File: config.mk
export PLATFORM = sky130hd
export DESIGN_NAME = peripheral_bus_master
export DESIGN_NICKNAME = d
export VERILOG_FILES = /design/src/rtl/peripheral_bus_master.sv
export SDC_FILE = /design/constraint.sdc
export NUM_CORES = 1
export LEC_CHECK = 0
export CORE_MARGIN = 4
export CORE_UTILIZATION = 35
export CTS_CLUSTER_DIAMETER = 30
export CTS_CLUSTER_SIZE = 12
export DETAILED_ROUTE_END_ITERATION = 8
export PLACE_DENSITY = 0.74
export SLEW_MARGIN = 30
export SYNTH_ARGS = -nofsm -noshare
export SYNTH_HDL_FRONTEND = slang
export SYNTH_SLANG_ARGS = --single-unit
File: constraint.sdc
create_clock -name clk -period 2.15 [get_ports clk]
set_input_delay 0.43 -clock clk [delete_from_list [all_inputs] [get_ports clk]]
set_output_delay 0.43 -clock clk [all_outputs]
set_load 0.05 [all_outputs]
File: src/rtl/peripheral_bus_master.sv
// Wishbone-to-peripheral-bus initiator: one access at a time, busy-stretched, with bad-address error.
// Define PERIPHERAL_BUS_TIMEOUT_EN to abort accesses held busy for TIMEOUT_CYCLES.
module peripheral_bus_master #(
  parameter int unsigned TIMEOUT_CYCLES = 255
) (
  input  logic        clk,
  input  logic        rst_n,
  input  logic        wb_cyc_i,
  input  logic        wb_stb_i,
  input  logic        wb_we_i,
  input  logic [3:0]  wb_sel_i,
  input  logic [23:0] wb_adr_i,
  input  logic [31:0] wb_data_i,
  output logic        wb_ack_o,
  output logic        wb_stall_o,
  output logic        wb_error_o,
  output logic [31:0] wb_data_o,
  output logic        peripheralEnable,
  output logic [15:0] peripheralBus_address,
  output logic        peripheralBus_we,
  output logic        peripheralBus_oe,
  output logic [3:0]  peripheralBus_byteSelect,
  output logic [31:0] peripheralBus_dataWrite,
  input  logic [31:0] peripheralBus_dataRead,
  input  logic        peripheralBus_busy
);

  if (TIMEOUT_CYCLES < 1 || TIMEOUT_CYCLES > 255) begin : gen_timeout_range_check
    $error("TIMEOUT_CYCLES must be in 1..255");
  end

  typedef enum logic [1:0] {StIdle, StAccess, StDone, StError} state_e;

  state_e      state_q, state_d;
  logic        req_we_q, req_we_d;
  logic [15:0] addr_q, addr_d;
  logic [3:0]  sel_q, sel_d;
  logic [31:0] wdata_q, wdata_d;
  logic [31:0] rdata_q, rdata_d;
  logic        en_q, en_d;
  logic        we_q, we_d;
  logic        oe_q, oe_d;
  logic        ack_q, ack_d;
  logic        err_q, err_d;

  logic req_valid, adr_bad, accept, timed_out;

  assign req_valid = wb_cyc_i && wb_stb_i;
  assign adr_bad   = |wb_adr_i[23:16];
  assign accept    = (state_q == StIdle) && req_valid && !adr_bad;

`ifdef PERIPHERAL_BUS_TIMEOUT_EN
  localparam logic [7:0] TimeoutLimit = 8'(TIMEOUT_CYCLES);

  logic [7:0] cnt_q, cnt_d;

  // Counts busy cycles of the current access; idle outside ACCESS so entry starts at zero.
  always_comb begin
    cnt_d = 8'd0;
    if (state_q == StAccess && peripheralBus_busy) begin
      cnt_d = cnt_q + 8'd1;
    end
  end

  always_ff @(posedge clk) begin
    if (!rst_n) begin
      cnt_q <= 8'd0;
    end else begin
      cnt_q <= cnt_d;
    end
  end

  assign timed_out = (cnt_q == TimeoutLimit);
`else
  assign timed_out = 1'b0;
`endif

  // State register
  always_ff @(posedge clk) begin
    if (!rst_n) begin
      state_q <= StIdle;
    end else begin
      state_q <= state_d;
    end
  end

  // Next-state logic; abort beats completion, completion beats timeout
  always_comb begin
    state_d = state_q;
    unique case (state_q)
      StIdle: begin
        if (req_valid) begin
          state_d = adr_bad ? StError : StAccess;
        end
      end
      StAccess: begin
        if (!wb_cyc_i) begin
          state_d = StIdle;
        end else if (!peripheralBus_busy) begin
          state_d = StDone;
        end else if (timed_out) begin
          state_d = StError;
        end
      end
      StDone:  state_d = StIdle;
      StError: state_d = StIdle;
      default: state_d = StIdle;
    endcase
  end

  // Output logic: registered outputs track the state being entered
  always_comb begin
    req_we_d = req_we_q;
    addr_d   = addr_q;
    sel_d    = sel_q;
    wdata_d  = wdata_q;
    if (accept) begin
      req_we_d = wb_we_i;
      addr_d   = wb_adr_i[15:0];
      sel_d    = wb_sel_i;
      wdata_d  = wb_data_i;
    end

    en_d  = (state_d == StAccess);
    we_d  = en_d && req_we_d;
    oe_d  = en_d && !req_we_d;
    ack_d = (state_d == StDone);
    err_d = (state_d == StError);

    rdata_d = rdata_q;
    if (state_q == StAccess && state_d == StDone && !req_we_q) begin
      rdata_d = peripheralBus_dataRead;
    end else if (state_d == StError) begin
      rdata_d = 32'hFFFF_FFFF;
    end
  end

  always_ff @(posedge clk) begin
    if (!rst_n) begin
      req_we_q <= 1'b0;
      addr_q   <= 16'd0;
      sel_q    <= 4'd0;
      wdata_q  <= 32'd0;
      rdata_q  <= 32'd0;
      en_q     <= 1'b0;
      we_q     <= 1'b0;
      oe_q     <= 1'b0;
      ack_q    <= 1'b0;
      err_q    <= 1'b0;
    end else begin
      req_we_q <= req_we_d;
      addr_q   <= addr_d;
      sel_q    <= sel_d;
      wdata_q  <= wdata_d;
      rdata_q  <= rdata_d;
      en_q     <= en_d;
      we_q     <= we_d;
      oe_q     <= oe_d;
      ack_q    <= ack_d;
      err_q    <= err_d;
    end
  end

  assign wb_stall_o               = (state_q != StIdle);
  assign wb_ack_o                 = ack_q;
  assign wb_error_o               = err_q;
  assign wb_data_o                = rdata_q;
  assign peripheralEnable         = en_q;
  assign peripheralBus_we         = we_q;
  assign peripheralBus_oe         = oe_q;
  assign peripheralBus_address    = addr_q;
  assign peripheralBus_byteSelect = sel_q;
  assign peripheralBus_dataWrite  = wdata_q;

endmodule
## Word-level counts from Yosys, hierarchy flattened

Index checks and enable logic that the tools add are counted.

- Register bits: 92
- Latch bits: 0
- RAM bits: 0
- Memory bits (read-only): 0
- Input port bits: 98
- Word-level logic and storage cells: 40
- Memories: 0

- Add/subtract/negate cells: 0
- Multipliers: 0
- Div/mod/pow operators: 0
- Magnitude comparators: 0
- Eq/ne operators: 6
- Shift-type cells: 0
- Multiplexer cells: 8
- Bitwise logic cells: 0
- Reduce and logical (&&, ||, !) cells: 15

Operator list:

| operator | number |
|---|---|
| two-way mux 32 bit | 2 |
| == test 2 bit, second input constant | 4 |
| two-way mux 2 bit | 4 |
| OR reduction 8 bit | 1 |
| logical AND 1 bit | 7 |
| one-hot mux 2 bit (3 select lines) | 1 |
| == test 2 x 1 -> 1 bit, second input constant | 2 |
| nonzero test 2 bit | 2 |
| logical NOT 1 bit | 3 |
| logical NOT 2 bit | 1 |
| OR reduction 2 bit | 1 |
| two-way mux 1 bit | 1 |

## Longest topological paths before layout

- Word-level depth: 8
- Gate-level depth with buffers: 6
- Depth with buffers taken out: 4

## Worst setup path before layout

OpenSTA, ideal clock, no wires.

- Kind: input to register
- From: input port wb_adr_i[17]
- To: register oe_q (netlist: peripheralBus_oe)
- Setup time: 0.059 ns
- Arrival time: 1.447 ns
- Required time: 2.091 ns
- Slack: 0.644 ns
- Stages on the path: 5
- Path through: nor4_4 and3_1 buf_4 mux2i_1 and2_1

- Cells in the longest elaborated chain, start to end: 6

Ends and longest elaborated chain:

| element | RTL line | source |
|---|---|---|
| from (decl) | 12 | `input logic [23:0] wb_adr_i,` |
| OR reduction 8 bit * | 49 | `assign adr_bad = \|wb_adr_i[23:16];` |
| two-way mux 2 bit / logical NOT 1 bit (equally long branches) | 93, 50 |  |
| two-way mux 2 bit / logical AND 1 bit (equally long branches) | 92, 50 |  |
| one-hot mux 2 bit (3 select lines) / two-way mux 1 bit (equally long branches) | 90, 117 |  |
| == test 2 x 1 -> 1 bit / logical NOT 1 bit (equally long branches) | 124, 126 |  |
| logical AND 1 bit * | 126 | `oe_d = en_d && !req_we_d;` |
| to (signal assigned) | 147 | `oe_q <= 1'b0;` |
| to (signal assigned) | 158 | `oe_q <= oe_d;` |
| to (decl) | 42 | `logic oe_q, oe_d;` |

Mark *: on every way between the ends. The rest lies on a longest branch, timed or not.
A chain may end at the register's enable or synchronous reset.

## Final worst setup path

- From: register rdata_q[25] (netlist: wb_data_o[25])
- To: output port wb_data_o[25]

RTL lines:

| element | RTL line | source |
|---|---|---|
| from (decl) | 39 | `logic [31:0] rdata_q, rdata_d;` |
| from (signal assigned) | 155 | `rdata_q <= rdata_d;` |
| to (decl) | 17 | `output logic [31:0] wb_data_o,` |

No word-level cell between the ends.

==> flow_summary.rst <==
.. list-table::
   :header-rows: 1

   * - Metric
     - Value
   * - Synth area leader
     - dfxtp_1
   * - Level count of the clock H-tree
     - 3
   * - Longest Clk Path Bufs
     - 2
   * - Clock buffer count from CTS
     - 9
   * - RePlAce Congestion
     - 0.685
   * - Worst hold stages
     - 2
   * - Count of final max-slew check failures
     - 0
   * - Clock insertion delay at the later pin of the skew report
     - 0.34 ns
   * - Post-detailed-route via-to-cell ratio
     - 4.73
   * - Cell Area, Synth
     - 0.00334 mm^2
   * - Residual DRC count
     - 0
   * - Power per cell area
     - 679 mW/mm^2
   * - Worst r2r dst
     - wb_data_o[31]
   * - Internal
     - 0.00283 W
   * - CTS tree
     - built
   * - Largest net degree at the start of global routing
     - 33
   * - Highest clock frequency the design can meet
     - 0.514 GHz
   * - Register-to-register setup slack
     - 0.63 ns
   * - Area of the placeable core
     - 0.00928 mm^2
   * - Met1 routing resource usage after global routing
     - 0.194
   * - Post-route worst hold slack
     - 0.454 ns
   * - Global-route layer with the greatest usage
     - met2
   * - Final setup vio count
     - 0
   * - Launch instance of the worst min-delay path
     - peripheralBus_dataWrite[26]
   * - Final Hold Violating Endpoints
     - 0
   * - Final wirelength
     - 9.61 mm
   * - End of the worst hold path
     - peripheralBus_dataWrite[26]
   * - Element type at the critical path end
     - primary output
   * - Final instance area
     - 0.00555 mm^2
   * - Number of rows in the core area
     - 35
   * - Share of final-layout standard cells stronger than drive strength 1
     - 0.0700
   * - Setup TNS
     - 0 ns
   * - Sequential element share of the synthesized area
     - 0.551
   * - Post-CTS setup buffer count
     - 0
   * - Antenna cell count
     - 0
   * - Critical Path AT
     - 1.52 ns
   * - Top-level port count
     - 188
   * - Setup skew after layout
     - 0.0148 ns
   * - Pre-antenna DRT Iters
     - 5
   * - Tightest slew margin relative to the limit
     - 0.632
   * - Share of the synthesized area in the top cell type
     - 0.551
   * - Clock network fraction of design power
     - 0.365
   * - Number of nets in the synthesized netlist
     - 427
   * - Critical-path cell with the highest stage delay
     - clkdlybuf4s50_1
   * - Post-synth ARST share
     - 0
   * - Class of the most critical setup path
     - reg2out
   * - Total design power
     - 0.00377 W
   * - Setup repair after global routing missed its margin
     - false
   * - Total of max-cap violations
     - 0
   * - Slowest stage delay, CP
     - 0.82 ns
   * - Count of input and output buffers
     - 187
   * - Die extent in x
     - 106 um
   * - Leak pwr
     - 1.93 nW
   * - Cell types with the largest area share after synthesis
     - dfxtp_1 55%, nand2_1 12%, a21boi_1 11%
   * - Comb pwr share
     - 0.161
   * - Biggest fanout along the worst timing path
     - 2
   * - Post-synthesis to final-layout area growth
     - 66.0%
   * - Share of the clock period used by the worst path
     - 0.905
   * - Switching share of power
     - 0.248
   * - Global-route met2 utilization
     - 0.296
   * - Worst hold-check path type
     - reg2reg
   * - Die Y
     - 106 um
   * - Critical path cell sequence
     - clkdlybuf4s50_1
   * - Total grt overflow
     - 0
   * - Register clock-pin slew on the reported worst setup and hold paths
     - 0.10 ns
   * - Number of global-route vias before repair
     - 3013
   * - WP buf/inv
     - 1
   * - Number of cells produced by synthesis
     - 329
   * - Number of warnings issued by yosys
     - 0
   * - TritonCTS Sinks
     - 92
   * - Clock tree root driver cell
     - clkbuf_8
   * - Worst ir drop on vdd
     - 0.520 mV
   * - Initial core utilization
     - 0.360
   * - Number of filler instances in the final layout
     - 819
   * - Initial antenna violation count
     - 0
   * - Fin nets
     - 608
   * - Met3 layer usage reported by global route
     - 0.0429
   * - Mean post-synth cell area
     - 10.2 um^2
   * - Residual antenna-violating net count after detailed routing
     - 0
   * - WP data required
     - 1.72 ns
   * - Routed wire per std cell
     - 14.9 um
   * - Count of flip-flops with a built-in enable after synthesis
     - 0
   * - Overall die area
     - 0.0112 mm^2
   * - Source of the worst register-to-register timing path
     - state_q[1]
   * - Outcome
     - finished, final reports clean
   * - Cell family with most CP delay
     - buffers and inverters
   * - First DRT Iteration DRCs
     - 106
   * - Total of flip-flops plus latches after synthesis
     - 92
   * - Slew at the pin closest to its max-slew limit
     - 0.551 ns
   * - Number of distinct standard cells referenced by the synthesized netlist
     - 26
   * - Vias after detailed routing
     - 3040
   * - Sequential group share of total power
     - 0.475
   * - Period minus WS final
     - 1.95 ns
   * - Wire length of the first global-routing pass
     - 15.3 mm
   * - Logic depth of the worst register-to-register path
     - 4
   * - Startpoint Class
     - register
   * - Leading register cell type out of synthesis
     - dfxtp_1
   * - Cell area reported after detailed placement
     - 0.00531 mm^2
   * - Aggregate global-route resource usage
     - 0.167
   * - Sum of net half-perimeters after detailed placement
     - 7.05 mm
   * - Net Switching
     - 0.000933 W
[sequential cells by signal, indices dropped and copies added (netlist names)]
signal                    cells
peripheralBus_we              1
peripheralBus_address        16
peripheralBus_dataWrite      32
peripheralEnable              1
wb_ack_o                      1
state_q                       2
req_we_q                      1
peripheralBus_oe              1
wb_error_o                    1
peripheralBus_byteSelect      4
wb_data_o                    32
[cell families (layout without fill, tap and decap cells)]
kind of cell           Yosys count  after routing  synth area share
buffers and inverters           28            213            0.0506
muxes                            2              2           0.00637
and+or+nand+nor                121            121             0.159
AOI/OAI and AO/OA               86             86             0.233
DFF                             92             92             0.551
[cells in the mapped netlist, types with 2 or more instances]
cell      count
dfxtp_1      92
a21boi_1     50
buf_1         2
inv_1         2
nor2b_1       3
nor2_1        2
clkbuf_1     15
o221a_1      30
and2_1        2
a21boi_0      2
nand2_1     105
buf_6         8
o221a_2       2
nor4_4        2
[how the worst max path moves through the flow]
| stage | startpoint | end | slack, ns | cells after the start |
|---|---|---|---|---|
| after floorplan | wb_adr_i[17] | peripheralBus_oe | 0.64 | 5 |
| after global placement | wb_adr_i[21] | wb_data_o[0] | 0.04 | 5 |
| after detailed placement | wb_adr_i[21] | wb_data_o[31] | 0.02 | 5 |
| after CTS | state_q[0] | wb_stall_o | 0.01 | 2 |
| after global routing | peripheralBus_dataWrite[24] | peripheralBus_dataWrite[24] | 0.14 | 1 |
| final | wb_data_o[25] | wb_data_o[25] | 0.20 | 1 |
[cell type report]
cell class	instances	area, um^2	area share
Clock buffer	9	124	0.0223
Clock inverter	6	113	0.0203
Inverter	2	7.51	0.00135
Multi-Input combinational cell	209	1340	0.241
Sequential cell	92	1840	0.332
Tap cell	129	161	0.0291
Timing Repair Buffer	196	1960	0.354
[repair_timing]
item	in CTS	in global routing
gates resized for setup	0	1
setup endpoints to repair	0	1
hold buffers	0	0
hold endpoints to repair	0	0
[layout by cell type, fill, tap and decap left out, types with 2 or more instances in the layout]
cell | synthesis | routed
bufinv_16 | 0 | 3
buf_12 | 0 | 2
nor2b_1 | 3 | 3
o221a_2 | 2 | 2
clkdlybuf4s50_1 | 0 | 185
a21boi_0 | 2 | 2
a21boi_1 | 50 | 50
nor4_4 | 2 | 2
nor2_1 | 2 | 2
inv_1 | 2 | 2
clkbuf_8 | 0 | 9
buf_4 | 1 | 7
dfxtp_1 | 92 | 92
o221a_1 | 30 | 30
nand2_1 | 105 | 105
and2_1 | 2 | 2
[power groups by stage]
stage          Combinational, W  Clock [W]  Sequential [W]
2_1_floorplan          0.000117          0         0.00200
3_3_place_gp           0.000603          0         0.00183
3_5_place_dp           0.000608          0         0.00182
4_1_cts                0.000609    0.00141         0.00179
5_1_grt                0.000633    0.00147         0.00180
6_report               0.000605    0.00137         0.00179
[metal layers]
layer	vias to the layer above	wire, um
met2	112	4800
li1	1494	-
met5	-	0
met1	1415	3950
met4	0	201
met3	19	655
[per-stage QoR]
stage,setup WS (ns),cells,utilization
detailed placement,0.0201,628,0.572
floorplan,0.644,329,-
finish,0.203,643,0.597
global route,0.136,643,0.597
CTS,0.0117,643,0.597
global placement,0.0369,628,0.572
Note: power is estimated with default switching activity, not from simulation.
